File: config.mk
export PLATFORM = sky130hd
export DESIGN_NAME = line_buf_mem_bridge
export DESIGN_NICKNAME = d
export VERILOG_FILES = /design/src/rtl/line_buf_mem_bridge.sv
export SDC_FILE = /design/constraint.sdc
export NUM_CORES = 1
export LEC_CHECK = 0
export CELL_PAD_IN_SITES_DETAIL_PLACEMENT = 1
export CELL_PAD_IN_SITES_GLOBAL_PLACEMENT = 1
export CORE_MARGIN = 2
export CORE_UTILIZATION = 47
export DETAILED_ROUTE_END_ITERATION = 8
export GPL_TIMING_DRIVEN = 1
export PLACE_DENSITY_LB_ADDON = 0.1
export SYNTH_ARGS = -nofsm -noshare
export SYNTH_HDL_FRONTEND = slang
export SYNTH_SLANG_ARGS = --single-unit
export TNS_END_PERCENT = 30
File: constraint.sdc
create_clock -name clk -period 6.5 [get_ports clk]
set_clock_uncertainty 0.1 [all_clocks]
set_input_delay 0.975 -clock clk [delete_from_list [all_inputs] [get_ports clk]]
set_output_delay 0.975 -clock clk [all_outputs]
set_load 0.01 [all_outputs]
File: src/rtl/line_buf_mem_bridge.sv
// One-line buffer between the CPU word port and a burst-oriented physical memory.
// Optional hit/miss counters are built when LINE_BUF_STATS_EN is defined.
module line_buf_mem_bridge #(
  parameter int unsigned BEAT_W      = 64,
  parameter int unsigned BURST_BEATS = 4
) (
  input  logic              clk,
  input  logic              rst,
  input  logic              mem_read,
  input  logic              mem_write,
  input  logic [31:0]       mem_address,
  input  logic [31:0]       mem_wdata,
  input  logic [3:0]        mem_byte_enable,
  output logic [31:0]       mem_rdata,
  output logic              mem_resp,
  output logic              pmem_read,
  output logic              pmem_write,
  output logic [31:0]       pmem_address,
  output logic [BEAT_W-1:0] pmem_wdata,
  input  logic [BEAT_W-1:0] pmem_rdata,
  input  logic              pmem_resp
`ifdef LINE_BUF_STATS_EN
  ,
  output logic [31:0]       hit_count,
  output logic [31:0]       miss_count
`endif
);

  localparam int unsigned LINE_W = BEAT_W * BURST_BEATS;
  localparam int unsigned OFS    = $clog2(LINE_W / 8);
  localparam int unsigned KW     = (BURST_BEATS > 1) ? $clog2(BURST_BEATS) : 1;
  localparam int unsigned TAG_W  = 32 - OFS;

  typedef enum logic [2:0] {IDLE, FILL, MERGE, WB, RESP} state_t;

  state_t              state, state_nxt;
  logic [LINE_W-1:0]   line;
  logic                valid;
  logic [TAG_W-1:0]    tag;
  logic [KW-1:0]       k;
  logic                req_wr;
  logic [31:0]         req_addr;
  logic                hit;
  logic                last_beat;
  logic [OFS-3:0]      req_word;

  assign hit       = valid && (tag == mem_address[31:OFS]);
  assign last_beat = (k == KW'(BURST_BEATS - 1));
  assign req_word  = req_addr[OFS-1:2];

  always_comb begin
    state_nxt    = state;
    mem_resp     = 1'b0;
    mem_rdata    = '0;
    pmem_read    = 1'b0;
    pmem_write   = 1'b0;
    pmem_address = '0;
    pmem_wdata   = '0;
    case (state)
      IDLE: begin
        if (mem_write)     state_nxt = hit ? MERGE : FILL;
        else if (mem_read) state_nxt = hit ? RESP : FILL;
      end
      FILL: begin
        pmem_read    = 1'b1;
        pmem_address = {req_addr[31:OFS], {OFS{1'b0}}};
        if (pmem_resp && last_beat) state_nxt = req_wr ? MERGE : RESP;
      end
      MERGE: state_nxt = WB;
      WB: begin
        pmem_write   = 1'b1;
        pmem_address = {req_addr[31:OFS], {OFS{1'b0}}};
        pmem_wdata   = line[int'(k)*BEAT_W +: BEAT_W];
        if (pmem_resp && last_beat) state_nxt = RESP;
      end
      RESP: begin
        mem_resp  = 1'b1;
        mem_rdata = line[int'(req_word)*32 +: 32];
        state_nxt = IDLE;
      end
      default: state_nxt = IDLE;
    endcase
  end

  always_ff @(posedge clk or negedge rst) begin
    if (!rst) begin
      state    <= IDLE;
      line     <= '0;
      valid    <= 1'b0;
      tag      <= '0;
      k        <= '0;
      req_wr   <= 1'b0;
      req_addr <= '0;
    end else begin
      state <= state_nxt;
      case (state)
        IDLE: begin
          if (mem_read || mem_write) begin
            req_wr   <= mem_write;
            req_addr <= mem_address;
            // line is overwritten beat by beat, so it stops matching any tag until the fill completes
            if (!hit) valid <= 1'b0;
          end
        end
        FILL: begin
          if (pmem_resp) begin
            line[int'(k)*BEAT_W +: BEAT_W] <= pmem_rdata;
            k <= last_beat ? '0 : k + 1'b1;
            if (last_beat) begin
              valid <= 1'b1;
              tag   <= req_addr[31:OFS];
            end
          end
        end
        MERGE: begin
          for (int unsigned b = 0; b < 4; b++) begin
            if (mem_byte_enable[b])
              line[int'(req_word)*32 + int'(b)*8 +: 8] <= mem_wdata[b*8 +: 8];
          end
        end
        WB: begin
          if (pmem_resp) k <= last_beat ? '0 : k + 1'b1;
        end
        default: ;
      endcase
    end
  end

`ifdef LINE_BUF_STATS_EN
  logic accept;
  assign accept = (state == IDLE) && (mem_read || mem_write);

  always_ff @(posedge clk or negedge rst) begin
    if (!rst) begin
      hit_count  <= '0;
      miss_count <= '0;
    end else if (accept) begin
      if (hit && (hit_count != '1))         hit_count  <= hit_count + 32'd1;
      else if (!hit && (miss_count != '1))  miss_count <= miss_count + 32'd1;
    end
  end
`endif

endmodule

==> impl_metrics.json, run 1 <==
{
  "drt_pass1_iterations": 5,
  "grt_pass1_vias": 19100,
  "min_period_ps": 4710,
  "p_sw_share_pct": 41.4,
  "yosysTopAreaCellShare_pct": 40.6,
  "vias": 17400,
  "drt_iter0_drc": 1493,
  "gp_congestion": 0.825,
  "hold_viol_final": 0,
  "worstPathRequired_ps": 5420,
  "wl_mm": 74.1,
  "internal-power_mw": 6.31,
  "multi_input_area_um2": 10700,
  "p_switching_mw": 4.45,
  "die-area_um2": 43600,
  "setup_viol": 0,
  "clock_sinks": 320,
  "cts_max_path_buffers": 3,
  "post_dp_cell_area_um2": 22300,
  "max-slew-margin-rel_pct": 17.3,
  "synth_cell_types": 61,
  "cts_max_level": 2,
  "cp-end-kind": "output pin",
  "ios": 268,
  "fillers": 4446,
  "antenna_found_initial": 5,
  "crit_start": "req_addr[3]",
  "postRouteAntennaNets": 0,
  "r2r_cells": 7,
  "combPwrFrac_pct": 45.1,
  "synth_commonest_cells": "dfrtp_1, nand2_1, mux4_2, and3_1",
  "fmax_ghz": 0.212,
  "worstMarginPinSlew_ps": 1230,
  "cp_data_arrival_time_ps": 3640,
  "synth_edf_count": 0,
  "r2r_end": "line[72]",
  "cts_resized": 0,
  "critPathMaxFanout": 41,
  "peakVddDrop_mv": 0.241,
  "leakage_nw": 9.45,
  "postSynthAreaPerCell_um2": 10.5,
  "io_buffers": 260,
  "synthFlopType": "dfrtp_1",
  "cts_root_buf": "clkbuf_16",
  "initial_utilization_pct": 47.4,
  "seqPwrFrac_pct": 33.6,
  "synth.cell_area_um2": 19700,
  "drc": 0,
  "maxCapViolations": 0,
  "dpl.cell_count": 2503,
  "p_clk_share_pct": 21.3,
  "std_cell_rows": 75,
  "die_w_um": 209,
  "critPathKind": "register to output pin",
  "hpwl_mm": 45.8,
  "seq_area_frac_synth_pct": 40.6,
  "clkLatencyLatePin_ps": 550,
  "finalPower_mw": 10.8,
  "ys_ff_latch": 320,
  "final_area_um2": 23600,
  "min_path_type": "input port to asynchronous set/reset pin",
  "cts.hold.buffers_added": 0,
  "clk_pin_slew_ps": 60,
  "synth_area_leaders": "dfrtp_1, mux4_2, nand2_1",
  "syn_to_final_growth_pct": 19.8,
  "rsz0062_at_grt": "no",
  "register_area_um2": 8020,
  "numCtsBuffers": 39,
  "rrSetupSlack_ps": 2000,
  "async_flop_share_pct": 100,
  "grt-ovfl-total": 0,
  "yosysMostFrequentCell": "dfrtp_1",
  "post_cts_buffers": 0,
  "grt_max_degree": 166,
  "critPathLaunchType": "register",
  "final_nets": 2152,
  "yosysWarnings": 0,
  "cellPowerDensity_nw_per_um2": 456,
  "routed_via_density": 6.77,
  "grt_pass1_wl_mm": 114,
  "drive_gt1_share_pct": 16.3,
  "finalCritPeriodShare_pct": 72.5,
  "rr_startpoint": "req_addr[3]",
  "routedWlPerCell_um": 28.8,
  "setup_tns_ps": 0,
  "yosysTopAreaCell": "dfrtp_1",
  "grt_usage_pct": 34.1,
  "die_h_um": 209,
  "netlist_instances": 1887,
  "cts_tree": "built",
  "core_area_um2": 41700,
  "final_cells": 2573,
  "maxSlewViolCount": 0,
  "status": "finished, final reports clean"
}
layout make-up:
type                    count  area share, %
multi-input cells        1340           45.3
diodes                      3         0.0318
clock inverters             9          0.530
well taps                 539           2.85
clock buffers              58           5.08
flip-flops and latches    320           34.0
repair buffers            289           12.0
inverters                  15          0.238
stage by stage:
step / hold WS [ps] / worst slack [ps] / utilization, %
after floorplan: 337 / 3550 / -
after global placement: 353 / 2140 / 53.5
after detailed placement: 376 / 2000 / 53.5
after CTS: 386 / 1710 / 56.7
after global routing: 396 / 1590 / 56.7
final: 312 / 1790 / 56.7
layout by cell type (no fill, tap or decap), types with 63 or more instances in the layout:
master	instances
dfrtp_1	314
nand2_1	296
clkdlybuf4s50_1	259
mux4_2	128
and3_1	105
a21oi_1	104
a22oi_1	104
o21ai_0	96
a32oi_1	88
nor2_1	63
cells by family (layout without fill, tap and decap cells):
| family | Yosys count | after routing | share of synthesized area (%) |
|---|---|---|---|
| compound gates | 539 | 539 | 19.2 |
| xor+xnor | 29 | 29 | 1.29 |
| fa+ha+maj | 10 | 10 | 0.634 |
| buf+inv | 231 | 371 | 5.61 |
| flops | 320 | 320 | 40.6 |
| mux | 189 | 189 | 18.5 |
| other cells | 1 | 8 | 0.0190 |
| simple gates | 568 | 568 | 14.1 |
power groups by stage:
| stage | clock network [mW] | registers (mW) | logic, mW |
|---|---|---|---|
| after floorplan | 0 | 3.15 | 3.51 |
| after global placement | 0 | 3.56 | 4.62 |
| after detailed placement | 0 | 3.63 | 4.78 |
| after CTS | 2.31 | 3.60 | 4.82 |
| after global routing | 2.40 | 3.73 | 5.19 |
| final | 2.30 | 3.62 | 4.85 |
critical path, cell delays in order (launching register included):
cell	delay [ps]
dfrtp_4	920
buf_4	780
mux4_2	370
nand2_1	60
a21oi_1	300
clkdlybuf4s50_1	610
routing by layer:
layer,part of all wire (%),global-route usage (%),vias up,wire length [µm]
li1,-,-,7342,-
met1,40,44.6,8961,29700
met2,48,55.4,898,35300
met3,8.8,7.51,218,6540
met4,3.5,13.4,4,2600
met5,0.034,0,-,25
how the worst max path moves through the flow:
stage,endpoint,slack [ps],cells after the start
after floorplan,pmem_wdata[25],3550,5
after global placement,line[211],2140,7
after detailed placement,line[72],2000,7
after CTS,pmem_wdata[20],1710,4
after global routing,pmem_wdata[20],1590,4
final,mem_rdata[12],1790,5
flip-flops by register name, indices dropped and copies added, names as in the netlist:
signal / cells
valid: 1
line: 256
state: 3
req_wr: 1
tag: 27
k: 2
req_addr: 30
(Power assumes the default switching activity.)
==> inputs of run 2 (changes only) <==
--- a/config.mk
+++ b/config.mk
@@ -8,7 +8,7 @@
 export CELL_PAD_IN_SITES_DETAIL_PLACEMENT = 1
 export CELL_PAD_IN_SITES_GLOBAL_PLACEMENT = 1
 export CORE_MARGIN = 2
-export CORE_UTILIZATION = 47
+export CORE_UTILIZATION = 40
 export DETAILED_ROUTE_END_ITERATION = 8
 export GPL_TIMING_DRIVEN = 1
 export PLACE_DENSITY_LB_ADDON = 0.1
==> constraint.sdc (replaced) <==
create_clock -name clk -period 4.1 [get_ports clk]
set_clock_uncertainty 0.1 [all_clocks]
set_input_delay 0.615 -clock clk [delete_from_list [all_inputs] [get_ports clk]]
set_output_delay 0.615 -clock clk [all_outputs]
set_load 0.01 [all_outputs]
==> run 2 against run 1 <==
  * Final cell count rose by 6.5%
  * Register-to-register slack lost 1400 ps
  * Critical path depth stayed put
  * Highest routed layer unchanged
  * Count of clock-buffer cells in the layout shrank 2
  * Global-route usage fell by 4.3 points
  * Via count shrank 2.0%
==> impl_metrics.json, run 2 (synthesized netlist as in run 1, its figures left out) <==
{
  "status": "finished, final reports clean",
  "critPathLaunchType": "register",
  "crit_end": "mem_rdata[31]",
  "drt_pass1_iterations": 5,
  "fmax_ghz": 0.254,
  "critPathMaxFanout": 26,
  "rrSetupSlack_ps": 620,
  "peakVddDrop_mv": 0.400,
  "layout_commonest_cell": "dfrtp_1",
  "rsz0062_at_grt": "no",
  "r2r_cells": 6,
  "setup_viol": 0,
  "cp_data_arrival_time_ps": 3220,
  "maxCapViolations": 0,
  "hpwl_mm": 48.7,
  "grt-ovfl-total": 0,
  "maxSlewViolCount": 0,
  "cts_resized": 0,
  "max-slew-margin-rel_pct": 33.9,
  "utilization_pct": 49.4,
  "drt_iter0_drc": 1423,
  "rr_startpoint": "state[1]",
  "syn_to_final_growth_pct": 22.2,
  "clock_sinks": 320,
  "cts_root_buf": "clkbuf_16",
  "wl_mm": 75.7,
  "routedWlPerCell_um": 27.6,
  "largest_register_ffs": 256,
  "dpl.cell_count": 2670,
  "io_buffers": 260,
  "finalPower_mw": 17.1,
  "min_path_type": "input port to asynchronous set/reset pin",
  "regMostFlops": "line",
  "leakage_nw": 9.66,
  "grt_max_degree": 106,
  "core_area_um2": 48800,
  "grt_pass1_wl_mm": 114,
  "final_cells": 2740,
  "worstMarginPinSlew_ps": 992,
  "postRouteAntennaNets": 0,
  "clk_pin_slew_ps": 60,
  "hold_viol_final": 0,
  "initial_utilization_pct": 40.4,
  "gp_congestion": 0.833,
  "cts_max_path_buffers": 3,
  "drc": 0,
  "cp-end-kind": "output pin",
  "vias": 17100,
  "r2r_end": "line[238]",
  "die_h_um": 226,
  "die_w_um": 226,
  "final_nets": 2194,
  "ios": 268,
  "std_cell_rows": 81,
  "clkLatencyLatePin_ps": 560,
  "post_cts_buffers": 0,
  "drive_gt1_share_pct": 17.5,
  "crit_start": "req_addr[3]",
  "routed_via_density": 6.23,
  "die-area_um2": 51100,
  "worstPathRequired_ps": 3380,
  "grt_pass1_vias": 18300,
  "final_cell_mix": "dfrtp_1, nand2_1, clkdlybuf4s50_1",
  "finalCritPeriodShare_pct": 95.9,
  "grt_usage_pct": 29.8,
  "cts.hold.buffers_added": 0,
  "critPathKind": "register to output pin",
  "setup_tns_ps": 0,
  "numCtsBuffers": 39,
  "cts_max_level": 2,
  "fillers": 5342,
  "cellPowerDensity_nw_per_um2": 709,
  "cts_tree": "built",
  "reg_top3": "line x256, req_addr x30, tag x27",
  "min_period_ps": 3930,
  "antenna_found_initial": 7
}
## run 2: final cells by class
| type | count | area, µm² | share of cell area (%) |
|---|---|---|---|
| Clock inverter | 11 | 105 | 0.436 |
| Multi-Input combinational cell | 1340 | 10700 | 44.3 |
| Antenna cell | 3 | 7.51 | 0.0311 |
| Clock buffer | 56 | 1120 | 4.65 |
| Inverter | 15 | 56.3 | 0.233 |
| Sequential cell | 320 | 8020 | 33.3 |
| Timing Repair Buffer | 331 | 3290 | 13.6 |
| Tap cell | 664 | 831 | 3.44 |
## run 2: worst min path at each step
stage / endpoint / slack, ps / depth (start not counted)
3_3_place_gp: req_wr / 350 / 2
6_report: line[146] / 30 / 1
5_1_grt: line[146] / 90 / 1
2_1_floorplan: k[0] / 220 / 0
3_5_place_dp: tag[19] / 380 / 2
4_1_cts: line[146] / 70 / 1
## run 2: power breakdown
| group | leakage, nW | internal, mW | switching (mW) | total (mW) |
|---|---|---|---|---|
| Clock | 0.610 | 2.02 | 1.41 | 3.43 |
| Sequential | 4.19 | 4.38 | 1.21 | 5.59 |
| Combinational | 4.86 | 3.65 | 4.42 | 8.07 |
## run 2: metal layers
layer  global-route usage (%)  share of wire, %  vias up
met5                        0             0.069        -
met4                     11.8               3.2        8
met3                     5.52               6.9      179
met2                     48.8                48      663
met1                     39.2                42     8819
li1                         -                 -     7398
## run 2: metrics by stage
step                      cell area, µm²  hold slack [ps]  worst slack, ps
final                              24100             33.6              169
after global routing               24100             89.9             34.0
after CTS                          24100             68.1              166
after detailed placement           22900              377              700
after global placement             22900              354              777
after floorplan                    19700              219             1220
## run 2: worst max-delay path, cell delays in order, from the launching register on
cell and delay, ps:
dfrtp_4 740, buf_4 550, mux4_2 320, nand2_1 60, a21oi_1 360, clkdlybuf4s50_1 610
==> inputs of run 3 (changes only) <==
--- a/config.mk
+++ b/config.mk
@@ -11,7 +11,7 @@
 export CORE_UTILIZATION = 40
 export DETAILED_ROUTE_END_ITERATION = 8
 export GPL_TIMING_DRIVEN = 1
-export PLACE_DENSITY_LB_ADDON = 0.1
+export PLACE_DENSITY = 0.86
 export SYNTH_ARGS = -nofsm -noshare
 export SYNTH_HDL_FRONTEND = slang
 export SYNTH_SLANG_ARGS = --single-unit
==> run 3 against run 2 <==
  * The run now ends with negative hold slack left
  * Utilization down 0.14 points
  * Final cell count down 0.11%
  * Clock power up 4%
  * Die area unchanged
  * First-iteration DRC count up 31%
  * Non-clock buffer count down 8
  * Sequential cell count unchanged
  * Critical path type unchanged
  * Largest cell class unchanged
==> impl_metrics.json, run 3 (synthesized netlist as in run 1, its figures left out) <==
{
  "drive_gt1_share_pct": 17.3,
  "use_met2_pct": 49.5,
  "fmax_ghz": 0.261,
  "utilization_pct": 49.2,
  "largest_register_ffs": 256,
  "max-slew-margin-rel_pct": 16.8,
  "status": "finished with violations",
  "min_period_ps": 3830,
  "clk_pin_slew_ps": 50,
  "cts_resized": 0,
  "dp_slack_ps": 574,
  "hold_viol_final": 2,
  "setup_tns_ps": 0,
  "wl_mm": 76.5,
  "std_cell_rows": 81,
  "drt_iter0_drc": 1864,
  "ios": 268,
  "dpl.cell_count": 2661,
  "io_buffers": 260,
  "critPathMaxFanout": 30,
  "grt_pass1_wl_mm": 117,
  "grt-ovfl-total": 0,
  "core_area_um2": 48800,
  "final_cells": 2737,
  "cts_max_path_buffers": 3,
  "top_usage_layer": "met2",
  "routedWlPerCell_um": 27.9,
  "cts_max_level": 2,
  "grt_max_degree": 95,
  "reg_top3": "line x256, req_addr x30, tag x27",
  "clkLatencyLatePin_ps": 550,
  "worstMarginPinSlew_ps": 1240,
  "antenna_found_initial": 11,
  "hpwl_mm": 50.0,
  "worstPathRequired_ps": 3380,
  "initial_utilization_pct": 40.4,
  "drc": 0,
  "met3_usage_pct": 6.34,
  "die_w_um": 226,
  "cp-end-kind": "output pin",
  "peakVddDrop_mv": 0.383,
  "gp_congestion": 0.874,
  "vias": 18000,
  "failed_checks": "negative hold slack",
  "postRouteAntennaNets": 0,
  "leakage_nw": 9.62,
  "final_cell_mix": "dfrtp_1, nand2_1, clkdlybuf4s50_1",
  "whs_ps": -10.5,
  "syn_to_final_growth_pct": 21.9,
  "maxCapViolations": 0,
  "grt_pass1_vias": 19500,
  "routed_via_density": 6.57,
  "grt_usage_pct": 29.9,
  "final_nets": 2186,
  "rsz0062_at_grt": "no",
  "min_path_type": "input port to asynchronous set/reset pin",
  "numCtsBuffers": 39,
  "finalCritPeriodShare_pct": 93.5,
  "cp_data_arrival_time_ps": 3120,
  "finalPower_mw": 17.3,
  "critPathKind": "register to output pin",
  "layout_commonest_cell": "dfrtp_1",
  "die-area_um2": 51100,
  "grtUsageMet1_pct": 36.6,
  "die_h_um": 226,
  "maxSlewViolCount": 0,
  "setup_viol": 0,
  "cts_tree": "built",
  "critPathLaunchType": "register",
  "drt_pass1_iterations": 5,
  "cts_root_buf": "clkbuf_16",
  "finalWorstSetupSlack_ps": 268,
  "cellPowerDensity_nw_per_um2": 719,
  "clock_sinks": 320,
  "regMostFlops": "line"
}
[run 3: cell types whose count changed in the layout (fill, tap and decap cells not counted), moves of 2 or more]
cell / delta
buf_12: -6
buf_4: -2
clkbuf_8: +5
clkinv_2: -3
diode_2: +2
[run 3: worst max-delay path, cell delays in order, from the launching register on]
cell and delay (ps):
dfrtp_4 870, buf_4 400, mux4_2 560, and3_1 220, clkdlybuf4s50_1 490
[run 3: final timing paths]
path | start | to | slack, ps | depth (start not counted)
min in group clk | req_wr | req_wr | 390 | 2
min reg2reg | req_wr | req_wr | 390 | 2
min | rst | req_addr[31] | -10 | 1
max in group asynchronous | rst | line[171] | 2870 | 2
max reg2reg | req_addr[3] | line[212] | 460 | 7
max | k[0] | pmem_wdata[50] | 270 | 4
[run 3: per-stage QoR]
stage / hold slack [ps] / area (µm²)
CTS: 22.7 / 24000
global route: 47.7 / 24000
global placement: 354 / 22700
finish: -10.5 / 24000
floorplan: 219 / 19700
detailed placement: 370 / 22700
[run 3: power breakdown]
part	leakage, nW	switching [mW]	internal (mW)
clock network	0.639	1.44	2.12
registers	4.19	1.25	4.37
logic	4.79	4.52	3.59
[run 3: timing repair]
| action | 4_1_cts | 5_1_grt |
|---|---|---|
| hold buffers | 0 | 0 |
| setup buffers | 0 | 1 |
| endpoints found under the setup margin | 0 | 1 |
| hold endpoints to repair | 0 | 0 |
[run 3: metal layers]
| metal | part of all wire [%] | up-vias |
|---|---|---|
| met1 | 37 | 9091 |
| met4 | 5.1 | 14 |
| met2 | 48 | 1180 |
| li1 | - | 7385 |
| met5 | 0.12 | - |
| met3 | 9.8 | 315 |
[run 3: final cells by class]
cell class / instances / area, µm²
clock buffers: 61 / 1190
well taps: 664 / 831
flip-flops and latches: 320 / 8020
repair buffers: 323 / 3160
inverters: 15 / 56.3
multi-input cells: 1340 / 10700
fillers: 5264 / 24800
diodes: 5 / 12.5
clock inverters: 9 / 98.8
